**config.mk**
```make
export PLATFORM = sky130hd
export DESIGN_NAME = carfield_island_pwr_seq
export DESIGN_NICKNAME = d
export VERILOG_FILES = /design/src/rtl/carfield_pkg.sv /design/src/rtl/carfield_island_pwr_seq_fsm.sv /design/src/rtl/carfield_island_pwr_seq.sv
export SDC_FILE = /design/constraint.sdc
export NUM_CORES = 1
export LEC_CHECK = 0
export CORE_MARGIN = 2
export CORE_UTILIZATION = 40
export DETAILED_ROUTE_END_ITERATION = 8
export PLACE_DENSITY_LB_ADDON = 0.12
export RECOVER_POWER = 25
export SYNTH_ARGS = -nofsm -noshare
export SYNTH_HDL_FRONTEND = slang
export SYNTH_SLANG_ARGS = --single-unit
```
**constraint.sdc**
```tcl
create_clock -name clk_i -period 2.35 [get_ports clk_i]
set_input_delay 0.3525 -clock clk_i [delete_from_list [all_inputs] [get_ports clk_i]]
set_output_delay 0.3525 -clock clk_i [all_outputs]
set_load 0.03 [all_outputs]
```
**src/rtl/carfield_pkg.sv**
```systemverilog
// -----------------------------------------------------------------------------
// carfield_pkg
// Shared definitions for the Carfield island power sequencer:
//   - island_pwr_state_e : per-island power FSM state
//   - island index constants (SafetyIdx, PulpIdx, SpatzIdx, SecurityIdx)
//   - DefaultDomainEnable : generate mask built from the island enable flags
//   - island_pwr_out_t / island_pwr_decode : state -> island control outputs
//   - pwr_cnt_width : width of the shared reset/timeout down-counter
// -----------------------------------------------------------------------------
package carfield_pkg;

  localparam int unsigned NumIslands  = 4;

  localparam int unsigned SafetyIdx   = 0;
  localparam int unsigned PulpIdx     = 1;
  localparam int unsigned SpatzIdx    = 2;
  localparam int unsigned SecurityIdx = 3;

  localparam bit SafetyEnable   = 1'b1;
  localparam bit PulpEnable     = 1'b1;
  localparam bit SpatzEnable    = 1'b1;
  localparam bit SecurityEnable = 1'b1;

  localparam logic [NumIslands-1:0] DefaultDomainEnable =
    {SecurityEnable, SpatzEnable, PulpEnable, SafetyEnable};

  typedef enum logic [2:0] {
    PWR_OFF,
    PWR_CLK_ON,
    PWR_RST_REL,
    PWR_DEISO,
    PWR_ON,
    PWR_ISO,
    PWR_RST_ON
  } island_pwr_state_e;

  typedef struct packed {
    logic isolate;
    logic clk_en;
    logic rst_n;
    logic active;
    logic busy;
  } island_pwr_out_t;

  // Island control levels for a given state. OFF is the safe default:
  // isolated, clock gated, reset held.
  function automatic island_pwr_out_t island_pwr_decode(input island_pwr_state_e s);
    island_pwr_out_t o;
    o = '{isolate: 1'b1, clk_en: 1'b0, rst_n: 1'b0, active: 1'b0, busy: 1'b0};
    case (s)
      PWR_CLK_ON:  begin o.clk_en = 1'b1; o.busy = 1'b1; end
      PWR_RST_REL: begin o.clk_en = 1'b1; o.rst_n = 1'b1; o.busy = 1'b1; end
      PWR_DEISO:   begin o.isolate = 1'b0; o.clk_en = 1'b1; o.rst_n = 1'b1; o.busy = 1'b1; end
      PWR_ON:      begin o.isolate = 1'b0; o.clk_en = 1'b1; o.rst_n = 1'b1; o.active = 1'b1; end
      PWR_ISO:     begin o.clk_en = 1'b1; o.rst_n = 1'b1; o.busy = 1'b1; end
      PWR_RST_ON:  begin o.clk_en = 1'b1; o.busy = 1'b1; end
      default:     ;
    endcase
    return o;
  endfunction

  // One counter serves both the reset-hold count and the isolation timeout.
  function automatic int unsigned pwr_cnt_width(input int unsigned rst_cycles,
                                                input int unsigned iso_timeout);
    int unsigned m;
    m = (rst_cycles > iso_timeout) ? rst_cycles : iso_timeout;
    return $clog2(m + 1);
  endfunction

endpackage

```
**src/rtl/carfield_island_pwr_seq_fsm.sv**
```systemverilog
// -----------------------------------------------------------------------------
// carfield_island_pwr_fsm
// Power sequencer for a single island: one state machine plus its shared
// down-counter. Orders clock enable, reset release and de-isolation on the
// way up, and isolation, reset assertion and clock gating on the way down.
// Ports:
//   clk_i, rst_ni       host clock, asynchronous active-low reset
//   req_on_i, req_off_i single-cycle power-on / power-off requests
//   iso_ack_i           1 = island cut isolated and drained
//   isolate_o, clk_en_o, rst_no, active_o, busy_o, err_o  registered controls
// -----------------------------------------------------------------------------
module carfield_island_pwr_fsm
  import carfield_pkg::*;
#(
  parameter bit          Enable     = 1'b1,
  parameter int unsigned RstCycles  = 8,
  parameter int unsigned IsoTimeout = 1024
) (
  input  logic clk_i,
  input  logic rst_ni,
  input  logic req_on_i,
  input  logic req_off_i,
  input  logic iso_ack_i,
  output logic isolate_o,
  output logic clk_en_o,
  output logic rst_no,
  output logic active_o,
  output logic busy_o,
  output logic err_o
);

  localparam int unsigned CntW = pwr_cnt_width(RstCycles, IsoTimeout);
  // Counter is loaded with N-1 so the state lasts exactly N cycles.
  localparam logic [CntW-1:0] RstLoad = CntW'(RstCycles - 1);
  localparam logic [CntW-1:0] IsoLoad = CntW'(IsoTimeout - 1);

  island_pwr_state_e state_q, state_d;
  logic [CntW-1:0]   cnt_q, cnt_d;
  logic              err_q, err_d;
  island_pwr_out_t   out_q;

  // Simultaneous on/off is ambiguous and is ignored; a disabled island never
  // sees a request, so it stays OFF with err clear.
  logic req_on, req_off, cnt_zero;
  assign req_on   = Enable & req_on_i  & ~req_off_i;
  assign req_off  = Enable & req_off_i & ~req_on_i;
  assign cnt_zero = (cnt_q == '0);

  always_comb begin
    state_d = state_q;
    cnt_d   = cnt_q;
    err_d   = err_q;
    case (state_q)
      PWR_OFF: begin
        if (req_on) begin
          state_d = PWR_CLK_ON;
          cnt_d   = RstLoad;
          err_d   = 1'b0;
        end
      end
      PWR_CLK_ON: begin
        if (cnt_zero) state_d = PWR_RST_REL;
        else          cnt_d   = cnt_q - CntW'(1);
      end
      PWR_RST_REL: begin
        state_d = PWR_DEISO;
        cnt_d   = IsoLoad;
      end
      PWR_DEISO: begin
        if (!iso_ack_i) begin
          state_d = PWR_ON;
        end else if (cnt_zero) begin
          state_d = PWR_ON;
          err_d   = 1'b1;
        end else begin
          cnt_d   = cnt_q - CntW'(1);
        end
      end
      PWR_ON: begin
        if (req_off) begin
          state_d = PWR_ISO;
          cnt_d   = IsoLoad;
        end
      end
      PWR_ISO: begin
        if (iso_ack_i) begin
          state_d = PWR_RST_ON;
          cnt_d   = RstLoad;
        end else if (cnt_zero) begin
          state_d = PWR_RST_ON;
          cnt_d   = RstLoad;
          err_d   = 1'b1;
        end else begin
          cnt_d   = cnt_q - CntW'(1);
        end
      end
      PWR_RST_ON: begin
        if (cnt_zero) state_d = PWR_OFF;
        else          cnt_d   = cnt_q - CntW'(1);
      end
      default: state_d = PWR_OFF;
    endcase
  end

  // Outputs are registered from the decoded next state, so they change
  // together with the state flops and never combinationally with inputs.
  always_ff @(posedge clk_i or negedge rst_ni) begin
    if (!rst_ni) begin
      state_q <= PWR_OFF;
      cnt_q   <= '0;
      err_q   <= 1'b0;
      out_q   <= island_pwr_decode(PWR_OFF);
    end else begin
      state_q <= state_d;
      cnt_q   <= cnt_d;
      err_q   <= err_d;
      out_q   <= island_pwr_decode(state_d);
    end
  end

  assign isolate_o = out_q.isolate;
  assign clk_en_o  = out_q.clk_en;
  assign rst_no    = out_q.rst_n;
  assign active_o  = out_q.active;
  assign busy_o    = out_q.busy;
  assign err_o     = err_q;

endmodule

```
**src/rtl/carfield_island_pwr_seq.sv**
```systemverilog
// -----------------------------------------------------------------------------
// carfield_island_pwr_seq
// Power-up/power-down sequencer for the optional Carfield islands
// (0 safety, 1 PULP, 2 Spatz, 3 security). One independent FSM per island.
// Ports (all vectors NumDomains wide, bit i = island i):
//   clk_i, rst_ni  host clock, asynchronous active-low reset
//   req_on_i       single-cycle power-on request
//   req_off_i      single-cycle power-off request
//   iso_ack_i      1 = island cut isolated and drained
//   isolate_o      isolation request to the cut
//   clk_en_o       island clock-gate enable
//   rst_no         island reset, active-low
//   active_o       island ON and de-isolated
//   busy_o         power sequence in progress
//   err_o          sticky isolation-handshake timeout
// -----------------------------------------------------------------------------
module carfield_island_pwr_seq
  import carfield_pkg::*;
#(
  parameter int unsigned             NumDomains   = 4,
  parameter logic [NumDomains-1:0]   DomainEnable = NumDomains'(DefaultDomainEnable),
  parameter int unsigned             RstCycles    = 8,
  parameter int unsigned             IsoTimeout   = 1024
) (
  input  logic                  clk_i,
  input  logic                  rst_ni,
  input  logic [NumDomains-1:0] req_on_i,
  input  logic [NumDomains-1:0] req_off_i,
  input  logic [NumDomains-1:0] iso_ack_i,
  output logic [NumDomains-1:0] isolate_o,
  output logic [NumDomains-1:0] clk_en_o,
  output logic [NumDomains-1:0] rst_no,
  output logic [NumDomains-1:0] active_o,
  output logic [NumDomains-1:0] busy_o,
  output logic [NumDomains-1:0] err_o
);

  for (genvar i = 0; i < NumDomains; i++) begin : gen_island
    carfield_island_pwr_fsm #(
      .Enable     (DomainEnable[i]),
      .RstCycles  (RstCycles),
      .IsoTimeout (IsoTimeout)
    ) i_fsm (
      .clk_i     (clk_i),
      .rst_ni    (rst_ni),
      .req_on_i  (req_on_i[i]),
      .req_off_i (req_off_i[i]),
      .iso_ack_i (iso_ack_i[i]),
      .isolate_o (isolate_o[i]),
      .clk_en_o  (clk_en_o[i]),
      .rst_no    (rst_no[i]),
      .active_o  (active_o[i]),
      .busy_o    (busy_o[i]),
      .err_o     (err_o[i])
    );
  end

endmodule

```
; ---- Word-level counts from Yosys, hierarchy flattened
; Cells that the tools add are included.
[totals]
register_bits = 80
inputBits = 14
out_inout_bits = 24
[classes]
addsub = 4
eq_ne = 64
n_mux = 104
bitwise_logic = 16
n_reduce_logical = 44
[op_table]
columns = op, count
row1 = $mux W11, 24
row2 = $pmux W11 S6, 4
row3 = $mux W3, 32
row4 = $pmux W3 S7, 4
row5 = $eq A3 B3 Y1 const B, 24
row6 = $eq A3 B2 Y1 const B, 16
row7 = $logic_not A11 Y1, 4
row8 = $sub A11 B1 Y11 const B, 4
row9 = $mux W1, 36
row10 = $reduce_and A4 Y1, 8
row11 = $eq A3 B1 Y1 const B, 8
row12 = $reduce_bool A6 Y1, 4
row13 = $reduce_or A6 Y1, 4
row14 = $reduce_or A5 Y1, 4
row15 = $ne A2 B1 Y1 const B, 8
row16 = $ne A2 B2 Y1 const B, 8
row17 = $reduce_or A2 Y1, 8
row18 = $reduce_or A4 Y1, 4
row19 = $logic_not A3 Y1, 4
row20 = $pmux W1 S3, 4
row21 = $reduce_bool A3 Y1, 4
row22 = $and A1 B1 Y1, 8
row23 = $not A1 Y1, 8

; ---- Longest topological paths before layout
; Gate-level depths: netlist of the first run.
[logic_depth]
depth_word = 7
mapped_depth = 9

; ---- Hierarchy
; Synthesis of the first run repeated with hierarchy kept, for this count alone.
[unflattened]
cells_unflattened = 591
area_unflattened_um2 = 5058.6
[modules_own_cells]
columns = mod, instances, cells_per_inst, area_per_inst_um2, seq_area_each_um2
row1 = carfield_island_pwr_fsm at gen_island[0].i_fsm ..., 3, 149, 1263.7, 501.7
row2 = carfield_island_pwr_fsm at gen_island[3].i_fsm, 1, 144, 1267.5, 501.7

; ---- Least setup slack after synthesis of the first run
; Ideal clock, no wire load.
[synth_path]
kind = reg2reg
from = register gen_island[1].i_fsm.cnt_q[0]
to = register gen_island[1].i_fsm.cnt_q[8]
setup_time_ps = 87
t_arrival_ps = 2052
required_time_ps = 2263
path_slack_ps = 211
stages_incl_launch_ff = 9
path_buffers = 1
period_less_slack_ps = 2139
path_cell_list = dfrtp_1 > inv_1 > ha_1 > or4b_4 > or4_4 > o32ai_4 > buf_6 > nand2_1 > o2111ai_2
[synth_via]
elab_chain_cells = 4
word_cells_on_any_way = 7
classes_between = add/sub: 1 / mux: 5 / reduce/logical: 1
[synth_lines]
columns = element, line_no
row1 = "start, declared", carfield_island_pwr_seq_fsm.sv:38  ; logic [CntW-1:0] cnt_q, cnt_d;
row2 = "start signal, assigned", carfield_island_pwr_seq_fsm.sv:115  ; cnt_q <= cnt_d;
row3 = $sub A11 B1 Y11 or $logic_not A11 Y1 (tied branches), n/a
row4 = $mux W11 (on tied branches), n/a
row5 = $mux W11 (on tied branches), "carfield_island_pwr_seq_fsm.sv:86, carfield_island_pwr_seq_fsm.sv:70"
row6 = $pmux W11 S6 (*), carfield_island_pwr_seq_fsm.sv:53  ; case (state_q)
; Every way passes the cells marked *; elsewhere a longest branch is shown, timed or not. The select of a mux whose other input is x is not followed.
; A chain may end at the register's enable or synchronous reset.

; ---- Final worst setup path of the first run
[layout_path]
from = register gen_island[1].i_fsm.cnt_q[1]
to = register gen_island[1].i_fsm.cnt_q[4]
; The elaborated chain is that of the path after synthesis.

==> results.json, run 1 <==
{
  "hpwl_mm": 8.02,
  "hp-start": "gen_island[1].i_fsm.cnt_q[10]",
  "grt_max_degree": 38,
  "ys_async_sr_fraction_pct": 100,
  "antenna_found_initial": 0,
  "r2r-start": "gen_island[1].i_fsm.cnt_q[1]",
  "cts.path.max_buffers": 2,
  "ys_ff_latch": 80,
  "row_count": 41,
  "core_area_mm2": 0.0125,
  "path_cells": "inv_1 -> ha_2 -> or4b_4 -> or4_4 -> o32ai_4 -> buf_6 -> o21ai_1 -> o31ai_1",
  "syn_nets": 593,
  "p_per_area_mw_per_mm2": 1490,
  "path_class": "flip-flop to flip-flop",
  "ys_warn_count": 0,
  "grt_pass1_vias": 4133,
  "dpl-instance-area_mm2": 0.00559,
  "r2r_slack_ns": 0.13,
  "rr_worst_depth": 8,
  "synth_ff_type": "dfrtp_1",
  "min_to": "gen_island[1].i_fsm.cnt_q[10]",
  "final.min_clock_period_ns": 2.22,
  "skew_ns": 0.00578,
  "die_w_um": 116,
  "multi_input_area_mm2": 0.00266,
  "ir_worst_vdd_uv": 604,
  "syn-cell-area_mm2": 0.00504,
  "fillers": 1189,
  "io_pins": 38,
  "regArea_mm2": 0.00201,
  "drt_pre_antenna_iters": 4,
  "die_y_um": 116,
  "num_antenna_cells": 0,
  "clk_latency_ns": 0.34,
  "rsz0062_at_grt": "no",
  "cts_made_buffers": 9,
  "fin_crit_sh_pct": 94.6,
  "ys_seq_area_share_pct": 39.8,
  "track_usage_pct": 17.7,
  "wl_mm": 11.2,
  "r2r-end": "gen_island[1].i_fsm.cnt_q[4]",
  "final_hold_viol_count": 0,
  "cts.sinks": 80,
  "place.port_buffers": 37,
  "holdWs_ns": 0.480,
  "via_count": 4347,
  "cts-root-buf": "clkbuf_16",
  "vias_per_cell": 5.54,
  "setup_tns_ns": 0,
  "worst-slew-pin-transition_ns": 0.919,
  "avgSynthCellArea_um2": 8.76,
  "clk_pin_slew_ns": 0.06,
  "worstPathArrival_ns": 2.47,
  "maxCapViolations": 0,
  "die_area_mm2": 0.0135,
  "hold_depth": 1,
  "dp_slack_ns": -0.0148,
  "timing.final.ws_setup_ns": 0.127,
  "status": "completed",
  "cts_htree_levels": 3,
  "globalplace.congestion": 0.816,
  "end_kind": "flip-flop",
  "slew_viol_final": 0,
  "synth_edf_count": 0,
  "max_slew_margin_pct": 38.8,
  "p_leak_nw": 2.48,
  "drt-initial-drc-count": 372,
  "fmax_mhz": 450,
  "route.detailed.drc": 0,
  "nets": 625,
  "path_max_fanout": 6,
  "area_growth_pct": 18.2,
  "layout.cell_area.non_filler_mm2": 0.00596,
  "cts_tree": "yes",
  "start_util_pct": 40.4,
  "setup_violations": 0,
  "hold_path_class": "flip-flop to flip-flop",
  "cpMaxStageDelayCell": "or4b_4",
  "cpPeakStageDelay_ns": 0.51,
  "grt_first_pass_wirelength_mm": 19.2,
  "overflow": 0,
  "yosysUniqueCellTypes": 80,
  "start_kind": "flip-flop",
  "wire_per_inst_um": 14.3,
  "drive_above_1_share_pct": 13.6,
  "critPathRequiredTime_ns": 2.59,
  "ant_nets": 0,
  "syn_inst": 575
}
## state kept, by name, indices dropped and copies added, names as in the netlist
register and flops:
gen_island.i_fsm.state_q 12, gen_island.i_fsm.isolate_o 4, gen_island.i_fsm.clk_en_o 4, gen_island.i_fsm.active_o 4, gen_island.i_fsm.err_o 4, gen_island.i_fsm.cnt_q 44, gen_island.i_fsm.busy_o 4, gen_island.i_fsm.rst_no 4
## Yosys cell counts, types with 3 or more instances
master / instances / area share [%]
a211o_1: 6 / 1.0
a21o_1: 10 / 1.5
a21oi_1: 41 / 4.1
a22oi_1: 5 / 0.74
a31oi_1: 11 / 1.4
and2_1: 6 / 0.74
buf_2: 4 / 0.40
buf_4: 25 / 3.7
clkbuf_1: 23 / 1.7
dfrtp_1: 76 / 38
dfstp_2: 4 / 2.1
ha_1: 4 / 0.99
inv_1: 24 / 1.8
mux2_2: 3 / 0.67
mux2i_1: 6 / 1.2
nand2_1: 42 / 3.1
nand2b_1: 15 / 1.9
nand3_1: 11 / 1.1
nand3b_1: 4 / 0.60
nor2_1: 48 / 3.6
nor2b_1: 14 / 1.7
nor3_1: 19 / 1.9
nor3b_1: 5 / 0.74
nor4_1: 6 / 0.74
o211ai_1: 10 / 1.5
o21a_1: 9 / 1.3
o21ai_0: 27 / 2.7
o21ai_1: 17 / 1.7
o22ai_1: 4 / 0.50
o2bb2ai_1: 7 / 1.2
o31a_1: 4 / 0.70
o31ai_1: 4 / 0.60
o41ai_1: 4 / 0.70
or2_2: 4 / 0.50
or3_1: 5 / 0.62
or3b_1: 3 / 0.52
or4_1: 3 / 0.45
xnor2_1: 3 / 0.52
## power breakdown
| part | internal (W) | total [W] | switching [W] |
|---|---|---|---|
| logic | 0.00210 | 0.00468 | 0.00258 |
| registers | 0.00198 | 0.00266 | 0.000673 |
| clock network | 0.000957 | 0.00152 | 0.000559 |
## placed cells by master, fill, tap and decap left out, types with 17 or more instances in the layout
cell,netlist,final
a21oi_1,41,41
nor2_1,48,48
o21ai_1,17,17
dfrtp_1,76,76
clkdlybuf4s50_1,0,36
buf_4,25,34
o21ai_0,27,27
nand2_1,42,41
nor3_1,19,19
inv_1,24,24
## timing repair
item	4_1_cts	5_1_grt
hold endpoints to repair	33	0
resized for setup	0	9
pin swaps	1	5
hold buffers	1	0
endpoints found under the setup margin	3	22
buffers inserted	2	0
## layout make-up
class / count / share of cell area [%]
Multi-Input combinational cell: 416 / 44.6
Clock inverter: 4 / 1.18
Sequential cell: 80 / 33.7
Clock buffer: 12 / 4.14
Tap cell: 172 / 3.61
Inverter: 24 / 1.51
Timing Repair Buffer: 76 / 11.2
## metal layers
metal	up-vias	wire [um]	part of all wire [%]	GRT usage, %
met5	-	0	0	0
met4	0	262	2.3	8.65
met3	20	330	3.0	2.91
met2	77	5160	46	27.4
met1	2101	5420	48	24.2
li1	2149	-	-	-
## stage by stage
step / utilization [%] / instances / total power (W)
after global routing: 47.8 / 784 / 0.00959
after CTS: 47.6 / 784 / 0.00887
after detailed placement: 44.9 / 765 / 0.00725
after floorplan: - / 575 / 0.00609
after global placement: 44.9 / 765 / 0.00721
final: 47.8 / 784 / 0.00886
## critical path, delay by kind of cell (launching register included)
| kind | cells | cell delay [ns] |
|---|---|---|
| AO/OA/AOI/OAI | 3 | 0.29 |
| adder cells (fa/ha/maj) | 1 | 0.20 |
| buffers and inverters | 2 | 0.26 |
| flip-flops | 1 | 0.37 |
| AND/OR/NAND/NOR | 2 | 1.00 |
## worst max-delay path by stage
| stage | from | end |
|---|---|---|
| after floorplan | gen_island[1].i_fsm.cnt_q[0] | gen_island[1].i_fsm.cnt_q[8] |
| after global placement | req_on_i[2] | gen_island[2].i_fsm.cnt_q[9] |
| after detailed placement | gen_island[1].i_fsm.cnt_q[1] | gen_island[1].i_fsm.cnt_q[3] |
| after CTS | gen_island[1].i_fsm.cnt_q[1] | gen_island[1].i_fsm.cnt_q[2] |
| after global routing | gen_island[1].i_fsm.cnt_q[1] | gen_island[1].i_fsm.cnt_q[4] |
| final | gen_island[1].i_fsm.cnt_q[1] | gen_island[1].i_fsm.cnt_q[4] |
## kinds of logic after synthesis
| group | Yosys count | share of synthesized area, % |
|---|---|---|
| compound gates | 195 | 26.7 |
| xor+xnor | 5 | 0.869 |
| fa+ha+maj | 6 | 1.39 |
| buf+inv | 79 | 7.99 |
| flops | 80 | 39.8 |
| mux | 9 | 1.86 |
| simple gates | 201 | 21.4 |
No activity file was read; power rests on OpenSTA's default activity.
==> run 2, diff against run 1 <==
--- a/config.mk
+++ b/config.mk
@@ -5,9 +5,12 @@
 export SDC_FILE = /design/constraint.sdc
 export NUM_CORES = 1
 export LEC_CHECK = 0
+export CELL_PAD_IN_SITES_DETAIL_PLACEMENT = 0
+export CELL_PAD_IN_SITES_GLOBAL_PLACEMENT = 2
 export CORE_MARGIN = 2
-export CORE_UTILIZATION = 40
+export CORE_UTILIZATION = 37
 export DETAILED_ROUTE_END_ITERATION = 8
+export HOLD_SLACK_MARGIN = 0.02
 export PLACE_DENSITY_LB_ADDON = 0.12
 export RECOVER_POWER = 25
 export SYNTH_ARGS = -nofsm -noshare
==> results.json, run 2 (synthesis results as in run 1) <==
{
  "rr_worst_depth": 8,
  "dp_slack_ns": -0.0352,
  "slew_viol_final": 0,
  "switchingPower_w": 0.00389,
  "status": "completed",
  "globalplace.congestion": 0.771,
  "clk_latency_ns": 0.35,
  "final_common_cell": "dfrtp_1",
  "cts.path.max_buffers": 2,
  "drt-initial-drc-count": 321,
  "path_cells": "inv_1 -> ha_1 -> or4b_4 -> nor4_4 -> buf_4 -> a22oi_2 -> buf_4 -> a22o_1",
  "p_per_area_mw_per_mm2": 1480,
  "fmax_mhz": 440,
  "fin_crit_sh_pct": 96.8,
  "via_count": 4381,
  "start_util_pct": 37.9,
  "route.detailed.drc": 0,
  "crit_family": "simple AND/OR/NAND/NOR gates",
  "wire_per_inst_um": 15.2,
  "grt_pass1_vias": 4169,
  "min_to": "gen_island[1].i_fsm.cnt_q[10]",
  "timing.final.ws_setup_ns": 0.0757,
  "track_usage_pct": 17.4,
  "worst-slew-pin-transition_ns": 0.873,
  "core_area_mm2": 0.0133,
  "path_buf_inv": 3,
  "row_count": 42,
  "clkPwrFrac_pct": 16.2,
  "path_common_cell": "buf_4",
  "hold_depth": 1,
  "cts.sinks": 80,
  "p_leak_nw": 2.51,
  "internal_power_w": 0.00503,
  "p_seq_share_pct": 29.8,
  "hp-start": "gen_island[1].i_fsm.cnt_q[10]",
  "antenna_found_initial": 0,
  "r2r_slack_ns": 0.08,
  "ir_worst_vdd_uv": 562,
  "hpwl_mm": 8.54,
  "hold_path_class": "flip-flop to flip-flop",
  "cts_htree_levels": 3,
  "drive_above_1_share_pct": 14.9,
  "r2r-start": "gen_island[3].i_fsm.cnt_q[0]",
  "area_growth_pct": 19.4,
  "clk_pin_slew_ns": 0.06,
  "r2r-end": "gen_island[3].i_fsm.cnt_q[2]",
  "setup_violations": 0,
  "drt-met1-wl_mm": 5.83,
  "wl_mm": 12.1,
  "die_area_mm2": 0.0146,
  "p_sw_share_pct": 43.6,
  "die_w_um": 121,
  "maxCapViolations": 0,
  "reg_top3": "gen_island.i_fsm.cnt_q (44), gen_island.i_fsm.state_q (12)",
  "worstPathArrival_ns": 2.51,
  "final_hold_viol_count": 0,
  "routed.top_layer": "met4",
  "wl_met3_um": 357,
  "io_pins": 38,
  "overflow": 0,
  "grt_max_degree": 38,
  "drt_pre_antenna_iters": 5,
  "final.min_clock_period_ns": 2.27,
  "holdWs_ns": 0.480,
  "end_kind": "flip-flop",
  "grt_first_pass_wirelength_mm": 20.4,
  "mostFrequentLayoutCells": "dfrtp_1 (76), nor2_1 (48), buf_4 (42)",
  "path_max_fanout": 12,
  "die_y_um": 121,
  "cts_tree": "yes",
  "vias_per_cell": 5.51,
  "largest_reg_flops": 44,
  "skew_ns": 0.00586,
  "start_kind": "flip-flop",
  "path_class": "flip-flop to flip-flop",
  "place.port_buffers": 37,
  "max_slew_margin_pct": 41.8,
  "nets": 632,
  "regMostFlops": "gen_island.i_fsm.cnt_q",
  "setup_tns_ns": 0,
  "num_antenna_cells": 0,
  "critPathRequiredTime_ns": 2.58,
  "wl_met2_mm": 5.68,
  "pwr-share-comb_pct": 54.0,
  "ant_nets": 0,
  "cpPeakStageDelay_ns": 0.52,
  "cts-root-buf": "clkbuf_16",
  "cts_made_buffers": 9,
  "cpMaxStageDelayCell": "or4b_4"
}
run 2: cell count changes in the layout (fill, tap and decap cells not counted), moves of 2 or more:
cell and change:
buf_6 -2, a22oi_1 -2, a22oi_2 +2, buf_4 +8
run 2: how the worst max path moves through the flow:
stage          cells after the start                         start  slack, ns                            to
3_5_place_dp                       6                   req_on_i[2]      -0.04  gen_island[2].i_fsm.cnt_q[8]
6_report                           8  gen_island[3].i_fsm.cnt_q[0]       0.08  gen_island[3].i_fsm.cnt_q[2]
2_1_floorplan                      8  gen_island[1].i_fsm.cnt_q[0]       0.21  gen_island[1].i_fsm.cnt_q[8]
5_1_grt                            8  gen_island[3].i_fsm.cnt_q[0]      -0.02  gen_island[3].i_fsm.cnt_q[2]
4_1_cts                            8  gen_island[1].i_fsm.cnt_q[1]       0.03  gen_island[1].i_fsm.cnt_q[3]
3_3_place_gp                       6                   req_on_i[2]       0.02  gen_island[2].i_fsm.cnt_q[9]
run 2: per-layer routing:
metal / vias to the layer above / track usage [%]
met5: - / 0
li1: 2169 / -
met4: 0 / 6.76
met2: 59 / 27.1
met3: 11 / 2.88
met1: 2142 / 24.0
run 2: metrics by stage:
stage | instance area, um^2 | power (W) | util, % | cells
5_1_grt | 6020 | 0.00968 | 45.3 | 795
6_report | 6020 | 0.00892 | 45.3 | 795
3_5_place_dp | 5660 | 0.00741 | 42.5 | 775
2_1_floorplan | 5040 | 0.00609 | - | 575
3_3_place_gp | 5660 | 0.00737 | 42.5 | 775
4_1_cts | 5970 | 0.00891 | 44.9 | 792
run 2: power by group through the flow:
stage	Clock, W	Sequential, W	Combinational [W]
final	0.00145	0.00266	0.00481
after global routing	0.00155	0.00277	0.00536
after CTS	0.00149	0.00265	0.00477
after detailed placement	0	0.00267	0.00474
after global placement	0	0.00266	0.00471
after floorplan	0	0.00234	0.00375
run 2: layout make-up:
type | instances | area (um^2)
Fill cell | 1288 | 7280
Multi-Input combinational cell | 416 | 2680
Sequential cell | 80 | 2010
Timing Repair Buffer | 83 | 727
Clock buffer | 13 | 260
Tap cell | 176 | 220
Inverter | 24 | 90.1
Clock inverter | 3 | 40.0
run 2: what timing repair did:
item                       4_1_cts  5_1_grt
buffers inserted                 0        3
setup endpoints to repair        0       22
hold buffers                     1        0
hold endpoints to repair        26        0
gates resized for setup          0       10
==> run 3, diff against run 2 <==
--- a/config.mk
+++ b/config.mk
@@ -7,11 +7,11 @@
 export LEC_CHECK = 0
 export CELL_PAD_IN_SITES_DETAIL_PLACEMENT = 0
 export CELL_PAD_IN_SITES_GLOBAL_PLACEMENT = 2
-export CORE_MARGIN = 2
+export CORE_MARGIN = 5
 export CORE_UTILIZATION = 37
 export DETAILED_ROUTE_END_ITERATION = 8
 export HOLD_SLACK_MARGIN = 0.02
-export PLACE_DENSITY_LB_ADDON = 0.12
+export PLACE_DENSITY_LB_ADDON = 0.08
 export RECOVER_POWER = 25
 export SYNTH_ARGS = -nofsm -noshare
 export SYNTH_HDL_FRONTEND = slang
==> results.json, run 3 (synthesis results as in run 1) <==
{
  "status": "completed",
  "die_area_mm2": 0.0161,
  "overflow": 0,
  "cts_made_buffers": 9,
  "rsz0062_at_grt": "no",
  "antenna_found_initial": 0,
  "critPathRequiredTime_ns": 2.60,
  "startpoint": "gen_island[1].i_fsm.cnt_q[1]",
  "cts.sinks": 80,
  "rr_worst_depth": 8,
  "path_cells": "inv_1 -> ha_1 -> or4b_4 -> or4_4 -> o32ai_4 -> buf_12 -> o21ai_1 -> o211ai_1",
  "p_total_w": 0.00886,
  "fmax_mhz": 446,
  "max_slew_margin_pct": 23.7,
  "fin_crit_sh_pct": 95.5,
  "cts_htree_levels": 3,
  "cts_tree": "yes",
  "final.min_clock_period_ns": 2.24,
  "postCtsSetupBuffers": 0,
  "drive_above_1_share_pct": 14.4,
  "setup_violations": 0,
  "row_count": 42,
  "die_w_um": 127,
  "area_growth_pct": 18.8,
  "regMostFlops": "gen_island.i_fsm.cnt_q",
  "clk_pin_slew_ns": 0.06,
  "largest_reg_flops": 44,
  "maxCapViolations": 0,
  "cpPeakStageDelay_ns": 0.52,
  "setup.worst_path.end": "gen_island[1].i_fsm.cnt_q[3]",
  "skew_ns": 0.00622,
  "r2r-end": "gen_island[1].i_fsm.cnt_q[3]",
  "num_antenna_cells": 0,
  "path_max_fanout": 11,
  "p_leak_nw": 2.50,
  "grt_first_pass_wirelength_mm": 21.2,
  "wire_per_inst_um": 15.2,
  "final_common_cell": "dfrtp_1",
  "drt-initial-drc-count": 284,
  "worst-slew-pin-transition_ns": 1.14,
  "r2r_slack_ns": 0.11,
  "path_class": "flip-flop to flip-flop",
  "cpMaxStageDelayCell": "or4b_4",
  "p_per_area_mw_per_mm2": 1480,
  "via_count": 4346,
  "grt_pass1_vias": 4255,
  "start_kind": "flip-flop",
  "die_y_um": 127,
  "hold_path_class": "input pin to async pin",
  "reg_top3": "gen_island.i_fsm.cnt_q (44), gen_island.i_fsm.state_q (12)",
  "slew_viol_final": 0,
  "grt_max_degree": 45,
  "setup_tns_ns": 0,
  "vias_per_cell": 5.47,
  "end_kind": "flip-flop",
  "cts-root-buf": "clkbuf_16",
  "globalplace.congestion": 0.823,
  "final_hold_viol_count": 0,
  "ir_worst_vdd_uv": 563,
  "drt_pre_antenna_iters": 5,
  "ant_nets": 0,
  "hpwl_mm": 8.62,
  "mostFrequentLayoutCells": "dfrtp_1 (76), nor2_1 (48), buf_4 (44)",
  "track_usage_pct": 15.9,
  "clk_latency_ns": 0.34,
  "start_util_pct": 37.9,
  "worstPathArrival_ns": 2.49,
  "wl_mm": 12.1,
  "core_area_mm2": 0.0133,
  "io_pins": 38,
  "route.detailed.drc": 0,
  "nets": 632,
  "cts.path.max_buffers": 2,
  "place.port_buffers": 37,
  "r2r-start": "gen_island[1].i_fsm.cnt_q[1]"
}
## run 3: repair_timing
item / in CTS / in global routing
hold buffers: 0 / 0
gates resized for setup: 0 / 4
endpoints found under the setup margin: 0 / 16
## run 3: metal layers
metal	wire length (um)	vias up	GRT usage (%)
met5	0	-	0
met4	181	0	6.56
met1	5950	2072	22.2
met2	5450	90	24.1
met3	509	14	3.28
li1	-	2170	-
## run 3: power by group
| group | internal [W] | leakage [nW] | total, W | switching (W) |
|---|---|---|---|---|
| sequential | 0.00198 | 0.976 | 0.00264 | 0.000660 |
| combinational | 0.00215 | 1.38 | 0.00480 | 0.00264 |
| clock | 0.000850 | 0.145 | 0.00142 | 0.000565 |
| total | 0.00499 | 2.50 | 0.00886 | 0.00387 |
## run 3: worst min-delay path by stage
| stage | cells after the start | slack (ns) | endpoint |
|---|---|---|---|
| CTS | 1 | 0.03 | gen_island[0].i_fsm.busy_o |
| finish | 1 | 0.23 | gen_island[0].i_fsm.active_o |
| floorplan | 0 | 0.06 | gen_island[0].i_fsm.active_o |
| global route | 1 | 0.34 | gen_island[0].i_fsm.active_o |
| detailed placement | 1 | 0.40 | gen_island[0].i_fsm.busy_o |
| global placement | 1 | 0.40 | gen_island[0].i_fsm.busy_o |
## run 3: through the flow
step / cells / cell area [um^2] / hold slack [ns] / setup slack [ns] / util [%]
CTS: 795 / 5970 / 0.0308 / 0.00754 / 44.9
floorplan: 575 / 5040 / 0.0569 / 0.211 / -
detailed placement: 779 / 5670 / 0.401 / 0.0102 / 42.7
global route: 795 / 5990 / 0.341 / 0.00415 / 45.0
global placement: 779 / 5670 / 0.396 / 0.0532 / 42.7
finish: 795 / 5990 / 0.227 / 0.106 / 45.0
## run 3: critical path, delay by kind of cell, from the launching register on
| family | cells | cell delay, ns |
|---|---|---|
| buffers and inverters | 2 | 0.26 |
| adder cells (fa/ha/maj) | 1 | 0.19 |
| AO/OA/AOI/OAI | 3 | 0.32 |
| flip-flops | 1 | 0.37 |
| AND/OR/NAND/NOR | 2 | 1.01 |
## run 3: layout make-up
type | instances | area, um^2
Fill cell | 1294 | 7310
Timing Repair Buffer | 83 | 719
Multi-Input combinational cell | 416 | 2650
Inverter | 24 | 90.1
Clock inverter | 5 | 56.3
Clock buffer | 11 | 243
Sequential cell | 80 | 2010
Tap cell | 176 | 220
==> RTL change 1: new RTL, settings of run 1 <==
The 7 states of `island_pwr_state_e` get a one-hot encoding in 7 bits.
--- a/src/rtl/carfield_pkg.sv
+++ b/src/rtl/carfield_pkg.sv
@@ -24,14 +24,14 @@
   localparam logic [NumIslands-1:0] DefaultDomainEnable =
     {SecurityEnable, SpatzEnable, PulpEnable, SafetyEnable};
 
-  typedef enum logic [2:0] {
-    PWR_OFF,
-    PWR_CLK_ON,
-    PWR_RST_REL,
-    PWR_DEISO,
-    PWR_ON,
-    PWR_ISO,
-    PWR_RST_ON
+  typedef enum logic [6:0] {
+    PWR_OFF     = 7'b0000001,
+    PWR_CLK_ON  = 7'b0000010,
+    PWR_RST_REL = 7'b0000100,
+    PWR_DEISO   = 7'b0001000,
+    PWR_ON      = 7'b0010000,
+    PWR_ISO     = 7'b0100000,
+    PWR_RST_ON  = 7'b1000000
   } island_pwr_state_e;
 
   typedef struct packed {
Function: same outputs for any inputs over 4 cycles, from zero or initial values and one cycle with rst_ni low; so few cycles prove little.
==> RTL change 1 against run 1 <==
The run now ends with negative setup slack left. Count of clock-buffer cells in the layout decreased by 1. Critical path type unchanged. Design area increased by 29%. Routed wire length rose by 34%. Clock skew decreased by 0.00060 ns. Core utilization increased by 5.4 points. Highest routed layer unchanged. Sequential cell count rose by 16. Area after synthesis grew 17%. Critical path depth increased by 1. Worst setup slack lost 0.22 ns. Hold slack worse by 0.31 ns.
Power is not compared: it rests on default switching activity, and its combinational part moved more than twofold at a synthesized area within 25%.
==> RTL change 1: results (changes against run 1) <==
| Metric | Value |
|---|---|
| Status | complete, but fails checks (was complete, no violations) |
| Failing checks | negative setup slack |
| Post-DP Area | 7101 µm² (was 5593 µm²) |
| Clkbuf count | 11 (was 12) |
| Area of the multi-input gates | 3264 µm² (was 2659 µm²) |
| CP Max Fanout | 2 (was 6) |
| Post-synthesis xor/xnor area fraction | 0.01636 (was 0.008689) |
| Fin nets | 817 (was 625) |
| Vias post-DR | 5,580 (was 4,347) |
| Mapped Nets | 695 (was 593) |
| Arr. time, crit path | 2.67 ns (was 2.47 ns) |
| Signal inverters | 37 (was 24) |
| Slowest stage delay, CP | 0.46 ns (was 0.51 ns) |
| Proportion of layout cells with a drive suffix above 1 | 0.2749 (was 0.1356) |
| NonClk Buf Share | 0.1764 (was 0.1124) |
| Final wirelength | 14,980 µm (was 11,180 µm) |
| Multiplexer share of the synthesized area | 0.007009 (was 0.01862) |
| Min-delay worst type | input port to asynchronous set/reset pin (was register to register) |
| Worst setup margin | -0.09440 ns (was 0.1267 ns) |
| Buffers, non-clock | 166 (was 76) |
| Yosys reg bits | 96 (was 80) |
| Final setup violation count | 1 (was 0) |
| First-pass GRT wire length | 24,950 µm (was 19,170 µm) |
| Compound-Gate Fraction of Synth Area | 0.2224 (was 0.2669) |
| Register area share after synthesis | 0.4095 (was 0.3982) |
| Setup TNS | -0.09440 ns (was 0 ns) |
| WHS | 0.1713 ns (was 0.4804 ns) |
| Pre-CTS setup slack | -0.1682 ns (was -0.01480 ns) |
| Synth top cells by count | 88 x dfrtp_1, 55 x o21ai_0, 50 x nand2_1 (was 76 x dfrtp_1, 48 x nor2_1, 42 x nand2_1) |
| Synth Instances | 677 (was 575) |
| Detailed-placement wirelength estimate | 10,910 µm (was 8018 µm) |
| Largest net degree at the start of global routing | 42 (was 38) |
| RePlAce Congestion | 0.8903 (was 0.8155) |
| Setup crit end | gen_island[1].i_fsm.busy_o (was gen_island[1].i_fsm.cnt_q[4]) |
| Area share of fa/ha/maj cells after synthesis | 0.008496 (was 0.01390) |
| Drt wl/cell | 15.17 µm (was 14.26 µm) |
| DR iter-0 viols | 405 (was 372) |
| GRT Overall Usage | 0.1906 (was 0.1771) |
| Largest regs | gen_island.i_fsm.cnt_q x44, gen_island.i_fsm.state_q x28 (was gen_island.i_fsm.cnt_q x44, gen_island.i_fsm.state_q x12) |
| Fraction of area in multi-input gates | 0.4241 (was 0.4463) |
| Multi-input gates | 489 (was 416) |
| FILL cells | 1,303 (was 1,189) |
[RTL change 1: cell count changes after synthesis, moves of 5 or more]
cell | run 1 | this run
nand2_1 | 42 | 50
inv_1 | 24 | 37
nor3_1 | 19 | 27
nor4_1 | 6 | 25
and3_1 | 2 | 8
or3_1 | 5 | 10
o21a_1 | 9 | 3
xor2_1 | 2 | 8
o21ai_1 | 17 | 5
dfrtp_1 | 76 | 88
o21ai_0 | 27 | 55
nand3_1 | 11 | 18
[RTL change 1: what timing repair did]
item	CTS	global route
endpoints found under the setup margin	7	35
resized for setup	12	45
cloned	0	2
buffers inserted	1	8
pin swaps	2	20
[RTL change 1: per-layer routing]
| metal | up-vias | track usage | part of all wire |
|---|---|---|---|
| met5 | - | 0 | 0 |
| met4 | 0 | 0.05490 | 0.019 |
| met3 | 29 | 0.04236 | 0.040 |
| met2 | 121 | 0.3104 | 0.49 |
| met1 | 2703 | 0.2564 | 0.45 |
| li1 | 2727 | - | - |
==> RTL change 2: new RTL, config.mk and constraints of run 1 <==
Made on the original files. Set the parameter `NumDomains` to 3 (it was 4).
--- a/src/rtl/carfield_island_pwr_seq.sv
+++ b/src/rtl/carfield_island_pwr_seq.sv
@@ -17,7 +17,7 @@
 module carfield_island_pwr_seq
   import carfield_pkg::*;
 #(
-  parameter int unsigned             NumDomains   = 4,
+  parameter int unsigned             NumDomains   = 3,
   parameter logic [NumDomains-1:0]   DomainEnable = NumDomains'(DefaultDomainEnable),
   parameter int unsigned             RstCycles    = 8,
   parameter int unsigned             IsoTimeout   = 1024
Interface: changed (9 resized); port bits go from 38 to 29. No check against the original RTL was run, so the function may have changed too.
==> RTL change 2 against run 1 <==
Routed wire length is 27% lower. Total power is 26% lower. Design area is 25% lower. Synthesized cell count is 29% lower. Worst setup slack worse by 0.11 ns. Area after synthesis is 28% lower. Global-route usage is 0.59 points lower. Sequential cell count is 20 lower. Cell count is 29% lower. Critical path depth stayed put. Critical endpoint is now gen_island[2].i_fsm.cnt_q[8].
==> RTL change 2: results (changes against run 1) <==
| Metric | Value |
|---|---|
| CP Max Fanout | 4 (was 6) |
| First-pass GRT wire length | 13,770 µm (was 19,170 µm) |
| Min-delay worst type | input port to asynchronous set/reset pin (was register to register) |
| Drt wl/cell | 14.66 µm (was 14.26 µm) |
| Mapped Nets | 422 (was 593) |
| Asr flop ratio synth | 1.000 (unchanged) |
| CP Launch Point | gen_island[2].i_fsm.cnt_q[1] (was gen_island[1].i_fsm.cnt_q[1]) |
| CTS clk-pin slew, worst paths | 0.09 ns (was 0.06 ns) |
| Largest regs | gen_island.i_fsm.cnt_q x33, gen_island.i_fsm.state_q x9 (was gen_island.i_fsm.cnt_q x44, gen_island.i_fsm.state_q x12) |
| GRT Overall Usage | 0.1712 (was 0.1771) |
| Clock skew | 0.01498 ns (was 0.005778 ns) |
| RePlAce Congestion | 0.8107 (was 0.8155) |
| Leakage | 1.902 nW (was 2.480 nW) |
| Proportion of layout cells with a drive suffix above 1 | 0.2129 (was 0.1356) |
| Vias post-DR | 3,127 (was 4,347) |
| Post-DP Area | 4050 µm² (was 5593 µm²) |
| Worst VDD drop | 583.3 µV (was 604.4 µV) |
| Arr. time, crit path | 2.55 ns (was 2.47 ns) |
| Fin nets | 460 (was 625) |
| CTS max path bufs | 2 (unchanged) |
| CTS Sinks | 60 (was 80) |
| Vias in the first global route | 2,945 (was 4,133) |
| Status | complete, no violations (unchanged) |
| DR iter-0 viols | 126 (was 372) |
| Synth top cells by count | 57 x dfrtp_1, 35 x nor2_1, 27 x a21oi_1 (was 76 x dfrtp_1, 48 x nor2_1, 42 x nand2_1) |
| Worst Max-Slew Pin Slew | 1.475 ns (was 0.9186 ns) |
| Root Buffer | clkbuf_8 (was clkbuf_16) |
-- RTL change 2: path summary, 6_finish.rpt --
path / to / slack [ns] / cells past startpoint
max reg2reg: gen_island[2].i_fsm.cnt_q[8] / 0.02 / 8
max in group asynchronous: gen_island[2].i_fsm.cnt_q[8] / 1.01 / 2
min in group clk_i: gen_island[2].i_fsm.cnt_q[10] / 0.49 / 1
max: gen_island[2].i_fsm.cnt_q[8] / 0.02 / 8
min reg2reg: gen_island[2].i_fsm.cnt_q[10] / 0.49 / 1
min: gen_island[1].i_fsm.rst_no / 0.44 / 2
-- RTL change 2: layout make-up --
class / instances / area (µm²)
clock buffer: 9 / 123.9
clock inverter: 7 / 98.84
fill: 819 / 4280
inverter: 20 / 75.07
multi-input combinational: 288 / 1919
sequential: 60 / 1505
tap: 108 / 135.1
timing repair buffer: 67 / 625.6
-- RTL change 2: per-stage QoR --
step | hold WS, ns | cells | power [mW] | setup WS, ns
5_1_grt | 0.5469 | 559 | 7.098 | -0.05559
2_1_floorplan | 0.05691 | 408 | 4.268 | 0.03389
4_1_cts | 0.01014 | 550 | 6.250 | 0.002643
6_report | 0.4355 | 559 | 6.562 | 0.01958
3_3_place_gp | 0.3914 | 534 | 5.079 | -0.009370
3_5_place_dp | 0.3885 | 534 | 5.132 | -0.08810
-- RTL change 2: logic make-up (layout without fill, tap and decap cells) --
kind of cell | after synthesis | in the layout | share of synthesized area
multiplexers | 3 | 3 | 0.008302
AND/OR/NAND/NOR | 144 | 144 | 0.2214
flip-flops | 60 | 60 | 0.4161
XOR/XNOR | 3 | 3 | 0.007265
adder cells (fa/ha/maj) | 3 | 3 | 0.01038
AO/OA/AOI/OAI | 135 | 135 | 0.2529
buffers and inverters | 60 | 103 | 0.08371
-- RTL change 2: worst max-delay path: cells and delay by family (launching register included) --
kind / cells / cell delay, ns
AOI/OAI and AO/OA: 3 / 0.55
adders and majority gates: 1 / 0.14
and+or+nand+nor: 2 / 0.87
buffers and inverters: 2 / 0.27
DFF: 1 / 0.39
-- RTL change 2: timing repair --
item / CTS / global route
setup endpoints to repair: 8 / 32
hold endpoints to repair: 0 / 0
resized for setup: 3 / 24
pin swaps: 0 / 20
gates cloned: 0 / 2
buffers inserted: 0 / 7
-- RTL change 2: per-layer routing --
layer  share of wire  track usage
met5               0            0
met4           0.013      0.04953
met3           0.035      0.04427
met2            0.46       0.2630
met1            0.49       0.2397
-- RTL change 2: power breakdown --
group	leakage, nW	internal [mW]	switching (mW)
registers	0.726	1.47	0.415
clock network	0.110	0.602	0.461
logic	1.07	1.67	1.95
